`config.mk`:
```
export PLATFORM = sky130hd
export DESIGN_NAME = hazard_scoreboard
export DESIGN_NICKNAME = d
export VERILOG_FILES = /design/src/rtl/hazard_scoreboard.sv
export SDC_FILE = /design/constraint.sdc
export NUM_CORES = 1
export LEC_CHECK = 0
export CAP_MARGIN = 20
export CORE_UTILIZATION = 55
export CTS_CLUSTER_DIAMETER = 80
export DETAILED_ROUTE_END_ITERATION = 8
export PLACE_DENSITY = 0.74
export SYNTH_ARGS = -nofsm -noshare
export SYNTH_HDL_FRONTEND = slang
export SYNTH_SLANG_ARGS = --single-unit
export TNS_END_PERCENT = 1
```
`constraint.sdc`:
```
create_clock -name clk_i -period 16.3 [get_ports clk_i]
set_input_delay 3.26 -clock clk_i [delete_from_list [all_inputs] [get_ports clk_i]]
set_output_delay 3.26 -clock clk_i [all_outputs]
set_load 0.01 [all_outputs]
```
`src/rtl/hazard_scoreboard.sv`:
```
// Per-register RAW/WAW hazard scoreboard between decode and execute.
// Define HAZARD_SB_FWD_EN to let operands whose fixed producer finishes this cycle issue via the bypass.
module hazard_scoreboard #(
  parameter int REG_ADDR_W = 5,
  parameter int MAX_LAT    = 4,
  parameter int LAT_W      = $clog2(MAX_LAT + 1)
) (
  input  logic                         clk_i,
  input  logic                         reset_n_i,
  input  logic                         issue_valid_i,
  output logic                         issue_ready_o,
  input  logic [REG_ADDR_W-1:0]        issue_rs1_i,
  input  logic [REG_ADDR_W-1:0]        issue_rs2_i,
  input  logic                         issue_rs1_rd_i,
  input  logic                         issue_rs2_rd_i,
  input  logic [REG_ADDR_W-1:0]        issue_rd_i,
  input  logic                         issue_we_i,
  input  logic [LAT_W-1:0]             issue_lat_i,
  input  logic                         issue_var_i,
  input  logic                         cmpl_valid_i,
  input  logic [REG_ADDR_W-1:0]        cmpl_rd_i,
  input  logic                         flush_i,
  output logic [(1<<REG_ADDR_W)-1:0]   busy_o,
  output logic                         raw_stall_o,
  output logic                         waw_stall_o,
  output logic                         fwd_rs1_o,
  output logic                         fwd_rs2_o,
  output logic                         cmpl_err_o
);
  localparam int NUM_REGS = 1 << REG_ADDR_W;

  logic [NUM_REGS-1:0]            pend_q, pend_d;
  logic [NUM_REGS-1:0]            var_q, var_d;
  logic [NUM_REGS-1:0][LAT_W-1:0] cnt_q, cnt_d;
  logic                           cmpl_err_q, cmpl_err_d;

  logic [LAT_W-1:0] eff_lat;
  logic             src1_pend, src2_pend;
  logic             fwd_ok1, fwd_ok2;
  logic             raw, waw, accept, wr_en;

  // Latency 0 behaves as 1; anything above MAX_LAT saturates.
  always_comb begin
    eff_lat = issue_lat_i;
    if (issue_lat_i == '0) begin
      eff_lat = LAT_W'(1);
    end else if (issue_lat_i > LAT_W'(MAX_LAT)) begin
      eff_lat = LAT_W'(MAX_LAT);
    end
  end

  always_comb begin
    src1_pend = issue_rs1_rd_i && (issue_rs1_i != '0) && pend_q[issue_rs1_i];
    src2_pend = issue_rs2_rd_i && (issue_rs2_i != '0) && pend_q[issue_rs2_i];
`ifdef HAZARD_SB_FWD_EN
    fwd_ok1 = !var_q[issue_rs1_i] && (cnt_q[issue_rs1_i] == LAT_W'(1));
    fwd_ok2 = !var_q[issue_rs2_i] && (cnt_q[issue_rs2_i] == LAT_W'(1));
`else
    fwd_ok1 = 1'b0;
    fwd_ok2 = 1'b0;
`endif
    fwd_rs1_o = src1_pend && fwd_ok1;
    fwd_rs2_o = src2_pend && fwd_ok2;
    raw = (src1_pend && !fwd_ok1) || (src2_pend && !fwd_ok2);
    // A younger write must never retire before an older one to the same rd.
    waw = issue_we_i && (issue_rd_i != '0) && pend_q[issue_rd_i] &&
          (var_q[issue_rd_i] || issue_var_i || (cnt_q[issue_rd_i] > eff_lat));
    issue_ready_o = !raw && !waw && !flush_i;
    raw_stall_o   = issue_valid_i && raw;
    waw_stall_o   = issue_valid_i && waw;
    accept        = issue_valid_i && issue_ready_o;
    wr_en         = accept && issue_we_i && (issue_rd_i != '0);
  end

  always_comb begin
    pend_d = pend_q;
    var_d  = var_q;
    cnt_d  = cnt_q;
    for (int r = 1; r < NUM_REGS; r++) begin
      if (wr_en && (issue_rd_i == REG_ADDR_W'(r))) begin
        pend_d[r] = 1'b1;
        var_d[r]  = issue_var_i;
        cnt_d[r]  = eff_lat;
      end else if (flush_i && !var_q[r]) begin
        pend_d[r] = 1'b0;
        cnt_d[r]  = '0;
      end else if (cmpl_valid_i && (cmpl_rd_i == REG_ADDR_W'(r)) && pend_q[r] && var_q[r]) begin
        pend_d[r] = 1'b0;
        var_d[r]  = 1'b0;
        cnt_d[r]  = '0;
      end else if (pend_q[r] && !var_q[r]) begin
        if (cnt_q[r] > LAT_W'(1)) begin
          cnt_d[r] = cnt_q[r] - LAT_W'(1);
        end else begin
          pend_d[r] = 1'b0;
          cnt_d[r]  = '0;
        end
      end
    end
    pend_d[0] = 1'b0;
    var_d[0]  = 1'b0;
    cnt_d[0]  = '0;
    cmpl_err_d = cmpl_valid_i && (cmpl_rd_i != '0) &&
                 !(pend_q[cmpl_rd_i] && var_q[cmpl_rd_i]);
  end

  always_ff @(posedge clk_i or negedge reset_n_i) begin
    if (!reset_n_i) begin
      pend_q     <= '0;
      var_q      <= '0;
      cnt_q      <= '0;
      cmpl_err_q <= 1'b0;
    end else begin
      pend_q     <= pend_d;
      var_q      <= var_d;
      cnt_q      <= cnt_d;
      cmpl_err_q <= cmpl_err_d;
    end
  end

  assign busy_o     = pend_q;
  assign cmpl_err_o = cmpl_err_q;

endmodule

```
Yosys cells after proc, flatten, opt, wreduce, memory -nomap -nowiden --
Index checks and enable logic that the tools add are counted.
Operators by class: add/subtract/negate cells 31, multiply operators 0, divide/modulo/power cells 0, $lt $le $gt $ge 37, equality and inequality tests 124, shift operators 0, muxes and demuxes 419, bitwise gates (word level) 0, reductions and logical operators 370
Operators by type and width (count):
- $mux W3 | 158
- $mux W1 | 254
- $logic_and A1 B1 Y1 | 203
- $eq A5 B5 Y1 const B | 32
- $ne A4 B4 Y1 const B | 31
- $reduce_and A2 Y1 | 62
- $reduce_bool A4 Y1 | 31
- $gt A3 B1 Y1 const B | 31
- $sub A3 B1 Y3 const B | 31
- $eq A5 B4 Y1 const B | 16
- $ne A2 B2 Y1 const B | 31
- $reduce_bool A2 Y1 | 31
- $eq A5 B3 Y1 const B | 8
- $logic_not A1 Y1 | 35
- $bmux W1 S5 | 6
- $lt A5 B6 Y1 const B | 4
- $eq A5 B2 Y1 const B | 4
- $reduce_bool A5 Y1 | 4
- $bmux W3 S5 | 1
- $eq A5 B1 Y1 const B | 2
- $gt A3 B3 Y1 | 1
- $gt A3 B3 Y1 const B | 1
- $logic_not A3 Y1 | 1
- $logic_or A1 B1 Y1 | 3
Word-level totals: register bits 156, latch bits 0, bits in writable memories 0, memory bits (read-only) 0, bits of input ports 32, output and inout port bits 38, logic and storage cells 1075, memories 0

Depth between registers and ports, before layout --
depth in word-level cells 15, mapped depth 20, mapped depth without buffers 15

Least setup slack after synthesis --
No wires, ideal clock.
kind input -> output, start in issue_rd_i[0], end out waw_stall_o, data arrival time 7296 ps, data required time 13040 ps, slack 5744 ps, stages 18, buffers on the path 6, cells stage by stage buf_4 > buf_2 > buf_2 > buf_1 > clkbuf_1 > mux4_2 > o21ai_0 > a21oi_1 > a2111oi_0 > nor2_1 > ha_1 > nor2b_1 > o21ai_0 > a32oi_1 > a211oi_2 > nor2_1 > buf_2 > and2_1
On the way: longest elaborated chain between the ends 6, elaborated cells between the ends (all ways) 14, those cells by class order compare: 1; mux: 6; reduce/logical: 7
Ends and longest elaborated chain:
- start: declaration | RTL line 16 | input logic [REG_ADDR_W-1:0] issue_rd_i,
- $bmux W3 S5 / $bmux W1 S5 (equally long branches) | RTL line 67 | (var_q[issue_rd_i] || issue_var_i || (cnt_q[issue_rd_i] > eff_lat));
- $mux W3 (implied by the code) / $mux W1 (equally long branches) | RTL line 67
- $gt A3 B3 Y1 / $logic_or A1 B1 Y1 (equally long branches) | RTL line 67
- $logic_or A1 B1 Y1 | RTL line 67
- $logic_and A1 B1 Y1 (*) | RTL line 66 | waw = issue_we_i && (issue_rd_i != '0) && pend_q[issue_rd_i] &&
- $logic_and A1 B1 Y1 (*) | RTL line 70 | waw_stall_o = issue_valid_i && waw;
- end: declaration | RTL line 25 | output logic waw_stall_o,
Mark *: on every way between the ends. The rest lies on a longest branch, timed or not. The select of a mux whose other input is x is not followed.

Final worst setup path --
start in issue_rd_i[2], end out issue_ready_o
On the way: longest elaborated chain between the ends 8, elaborated cells between the ends (all ways) 16, those cells by class order compare: 1; mux: 6; reduce/logical: 9
Ends and longest elaborated chain:
- $bmux W3 S5 / $bmux W1 S5 (equally long branches) | RTL line 67
- $mux W3 (implied by the code) / $mux W1 (equally long branches) | RTL line 67
- $gt A3 B3 Y1 / $logic_or A1 B1 Y1 (equally long branches) | RTL line 67
- $logic_or A1 B1 Y1 | RTL line 67
- $logic_and A1 B1 Y1 (*) | RTL line 66
- $logic_not A1 Y1 (*) | RTL line 68 | issue_ready_o = !raw && !waw && !flush_i;
- $logic_and A1 B1 Y1 (*) (2 in a row) | RTL line 68
- end: declaration | RTL line 11 | output logic issue_ready_o,
Marked as above.

==> metrics <==
Simple-Gate Fraction of Synth Area 19.1%; Hold Vio Cnt, Final 0; # DRC 0; post-DP HPWL 27.4 mm; Synth Area in XOR/XNOR 0%; Peak VDD IR 0.0000607 V; largest net degree at the start of global routing 81; Initial Util 56.1%; measured slew at the worst slew-check pin 1.02 ns; vias in the first global route 10900; grt ovf 0; CTS tree built; WP data required 13.04 ns; clk root buf clkbuf_16; Pins Over Slew Limit 0; Worst Setup Path Type in2out; flops & latches, synth 156; CTS Hold Bufs 0; ys async rst share 100%; status finished, final reports clean; CTS sink cnt 156; minimum clock period 11.12 ns; final setup fails 0; Net Sw Frac 32.9%; Gate power share 25.7%; mapped cell area 12700 sq um; register area share after synthesis 30.6%; Final Util 62.7%; data arrival time of the worst path 7.86 ns; Post-Synth Adder-Cell Area 5.20%; leading cell type in the layout, fill and taps excluded dfrtp_1; die area 23800 sq um; NumNets Final 1507; Layout Cells excl Fill 1720; Via-to-Cell Ratio 6.75; Synth Warn # 0; initial antenna violation count 0; CP Buf/Inv Count 3; Ports 70; Synth Area in Compound Gates 17.6%; Sequential Power Share 37.5%; CTS Buf Count 17; Cells after DPL 1687; Worst Hold Class reg2reg; Post-synth EDFFs 0; Post-synth top flop dfrtp_1; Clk pwr share 36.8%; share of layout cells above drive strength 1 12.1%; Max-Cap Viols 0; cells after synthesis 1407; commonest cells after routing, fill and taps aside 156 x dfrtp_1, 142 x nand2_1, 112 x inv_1; Layout area overhead 11.7%; final WL 39.7 mm; pwr/cell area 93.2 nW/um^2; vias 11600; n_diodes 0; post-route clock period utilization 68.2%; Buffers on Ports 66; Die Ht 154 microns; Fmax 89.9 MHz; DIE WIDTH 154 microns; num rows 55; global-route wire length before repair 62.0 mm; hold slack 0.559 ns; mean post-synth cell area 9.06 sq um; worst skew pair latency 0.44 ns; unrepaired setup endpoints after global routing no; setup TNS 0 ns; Cell variety after synth 69; GRT Resource Usage Total 34.3%; post-place instance area 13500 sq um; gpl congestion 0.963; CTS max path bufs 2; total core area 22700 sq um; Pre-antenna DRT Iters 6; LEAKAGE 6.04 nW; Setup crit end kind primary output; Design Area, Final 14200 sq um; routed wire length per instance 23.1 microns; initial DRC count 1364; largest family of logic cells by synthesized area multiplexers; Fin Clk Skew 0.00949 ns; startpoint types primary input; Post-CTS Repair Setup Buffers 0; CTS clock-pin slew for the worst setup and hold paths 0.06 ns; antenna viol nets, final 0; crit-path max cell delay 0.85 ns; number of gates resized after cts 0; Crit Path Max Fanout 19; Top delay family on crit path compound AO/OA/AOI/OAI gates; slew margin rel. 31.0%; Crit-path slowest cell o2111ai_4; Psw 0.437 mW; Cell Chain, Critical Path clkdlybuf4s50_1, nand2_1, nor2_1, a2111oi_0, nor2_1, ha_1, nor2b_1, o21ai_0, a32oi_1, a211oi_2, o2111ai_4, inv_1, clkdlybuf4s50_1; P_int 0.891 mW; mux share of post-synthesis cell area 21.1%; H-tree depth 4
## layer usage
layer	vias to the layer above	GRT usage (%)	share of wire, %
met2	725	51.2	44
met1	5598	46.8	40
li1	5143	-	-
met3	148	9.58	11
met4	2	14.1	4.3
met5	-	1.04	0.081
## stage by stage
stage | power (mW) | setup WS (ns)
floorplan | 0.729 | 5.74
global placement | 0.822 | 5.39
detailed placement | 0.834 | 5.23
CTS | 1.32 | 5.23
global route | 1.39 | 4.87
finish | 1.33 | 5.18
## final timing paths
kind,cells after the start,slack [ns],to,from
max reg2reg,13,11.75,cnt_q[90]$_DFFE_PN0P_,cnt_q[16]$_DFFE_PN0P_
min in group asynchronous,1,2.85,cnt_q[62]$_DFFE_PN0P_,reset_n_i
max,13,5.18,issue_ready_o,issue_rd_i[2]
max in group asynchronous,2,11.96,cnt_q[41]$_DFFE_PN0P_,reset_n_i
min,2,0.56,cnt_q[46]$_DFFE_PN0P_,cnt_q[46]$_DFFE_PN0P_
min reg2reg,2,0.56,cnt_q[46]$_DFFE_PN0P_,cnt_q[46]$_DFFE_PN0P_
## power by group through the flow
stage	combinational (mW)	clock [mW]	sequential, mW
finish	0.341	0.488	0.498
global route	0.380	0.506	0.503
CTS	0.336	0.490	0.494
detailed placement	0.333	0	0.500
global placement	0.321	0	0.501
floorplan	0.256	0	0.473
## worst register-to-register path, cell delays in order, from the launching register on
cell       delay, ns
dfrtp_1         0.45
mux4_2          0.50
o21ai_0         0.16
a21oi_1         0.10
a2111oi_0       0.52
nor2_1          0.09
ha_1            0.30
nor2b_1         0.14
o21ai_0         0.19
a32oi_1         0.10
a211oi_2        0.27
o2111ai_4       0.53
nor4_4          0.69
mux2_2          0.40
## cell families (layout without fill, tap and decap cells)
group | count (synthesis) | count (layout)
simple gates | 444 | 444
compound gates | 351 | 351
buf+inv | 205 | 231
mux | 197 | 197
flops | 156 | 156
fa+ha+maj | 53 | 53
other cells | 1 | 3
## cells in the mapped netlist, types with 17 or more instances
library cell | instances | area (sq um)
nand2_1 | 142 | 533
mux2i_1 | 96 | 961
nor2_1 | 94 | 353
a31oi_1 | 17 | 106
a21oi_1 | 83 | 415
mux2_2 | 32 | 360
o31ai_1 | 20 | 150
o21ai_0 | 104 | 521
ha_1 | 53 | 663
nand2b_1 | 44 | 275
inv_1 | 112 | 420
clkbuf_1 | 65 | 244
nand3_1 | 33 | 165
mux4_2 | 53 | 1190
or4_1 | 19 | 143
nor2b_1 | 17 | 106
nor3_1 | 18 | 90.1
a21o_1 | 23 | 173
dfrtp_1 | 156 | 3900
## registers in the layout, summed over array words and instances, names as in the netlist
register and flops:
cnt_q 93, busy_o 31, var_q 31, cmpl_err_o 1
## area by class of cell
cell class	instances	area [sq um]
fillers	1872	8470
multi-input cells	1048	8040
flip-flops and latches	156	3900
repair buffers	83	795
clock buffers	19	443
inverters	116	435
well taps	285	357
clock inverters	13	260
Power figures use the tool's default switching activity.
==> RTL change (same settings) <==
Set the parameter `MAX_LAT` to 2 (it was 4).
--- a/src/rtl/hazard_scoreboard.sv
+++ b/src/rtl/hazard_scoreboard.sv
@@ -3,5 +3,5 @@
 module hazard_scoreboard #(
   parameter int REG_ADDR_W = 5,
-  parameter int MAX_LAT    = 4,
+  parameter int MAX_LAT    = 2,
   parameter int LAT_W      = $clog2(MAX_LAT + 1)
 ) (
Interface: changed (resized issue_lat_i); port bits go from 70 to 69. No check against the original RTL was run, so the function may have changed too.
==> RTL change against the original RTL <==
Critical path depth unchanged. Worst setup slack better by 210 ps. Die area down 24%. First-iteration DRC count down 30%. Wire length down 31%. Global-route usage down 2.1 points. Cell area down 24%. Synthesized area down 25%. Sequential cell count down 31.
Power is not compared: it rests on default switching activity, and its combinational part moved more than twofold at a synthesized area within 25%.
==> RTL change: results <==
placement:
  place_area_mm2: 0.01019
  pre_cts_ws_ps: 5437
  io_buffers: 64
  dp_cells: 1194
grt:
  grtUsageMet3: 0.07029
  grt.total_usage: 0.3214
  grt_pass1_wl_um: 43970
  grt.met1_usage: 0.4440
  gr-usage-met2: 0.4902
  first_global_vias: 7924
  grt_max_degree: 72
cells_and_area:
  nets: 1026
  fill_cells: 1404
  design_area_mm2: 0.01080
  layout-drive-gt1-share: 0.1650
routing:
  met2_length_um: 12460
  dr.pass1.iters: 7
  highest_layer: "met4"
  avgRoutedWirePerCell_um: 22.30
  met1_length_um: 11380
  met3_wirelength_um: 2592
  drtIter0Drc: 949
pwr:
  p_total_uw: 858.7
critical_path:
  reg2reg_slack_ps: 12150
  rr_endpoint: "var_q[30]"
  worstReg2RegStart: "cnt_q[63]"
  reg2reg_depth: 10
  critPathArrivalTime_ps: 7640
synthesis:
  synthTopCellsByArea: "dfrtp_1 33%, mux4_2 11%, mux2i_1 8.6%"
  yosys-top-cells-count: "125 x dfrtp_1, 121 x nand2_1, 82 x mux2i_1"
timing:
  holdWs_ps: 577.2
hold_path:
  hold_start: "cnt_q[3]"
  min_to: "cnt_q[3]"
outcome:
  status: "completed"
-- RTL change: cell count changes after synthesis, moves of 22 or more --
cell / change
a21o_1: -23
ha_1: -51
nand2b_1: -40
inv_1: -74
o21ai_0: -48
mux2_4: +24
clkbuf_1: -24
a32oi_1: +25
dfrtp_1: -31
nand4_4: +22
mux2_2: -26
-- RTL change: critical path, cell delays in order --
cell,delay (ps)
buf_2,80
buf_4,520
mux2_2,420
a22o_1,260
mux4_2,470
mux2_2,280
ha_1,310
a21oi_1,160
a21oi_1,70
a311oi_2,260
a211o_4,670
and3_1,280
clkdlybuf4s50_1,530
-- RTL change: final cells by class --
cell class                      count  area share
Inverter                           39     0.01356
Tap cell                          220     0.02550
Clock buffer                       21     0.04358
Timing Repair Buffer               77     0.06722
Clock inverter                     11     0.01217
Multi-Input combinational cell    733      0.5482
Sequential cell                   125      0.2898
-- RTL change: worst max-delay path by stage --
stage / from / to / slack (ps) / cells after the start
after global routing: issue_rd_i[1] / issue_ready_o / 5210 / 13
after floorplan: issue_rd_i[0] / issue_ready_o / 6480 / 15
after global placement: issue_rd_i[1] / issue_ready_o / 5520 / 13
after detailed placement: issue_rd_i[1] / issue_ready_o / 5440 / 13
final: issue_rd_i[1] / issue_ready_o / 5400 / 13
after CTS: issue_rd_i[1] / issue_ready_o / 5430 / 13
-- RTL change: cells by family (layout without fill, tap and decap cells) --
group / Yosys count / count (layout) / synth area share
other: 1 / 3 / 0.0003908
buffers and inverters: 110 / 148 / 0.05803
multiplexers: 165 / 165 / 0.2463
AND/OR/NAND/NOR: 339 / 339 / 0.2152
AO/OA/AOI/OAI: 224 / 224 / 0.1515
flip-flops: 125 / 125 / 0.3260
adder cells (fa/ha/maj): 2 / 2 / 0.002607
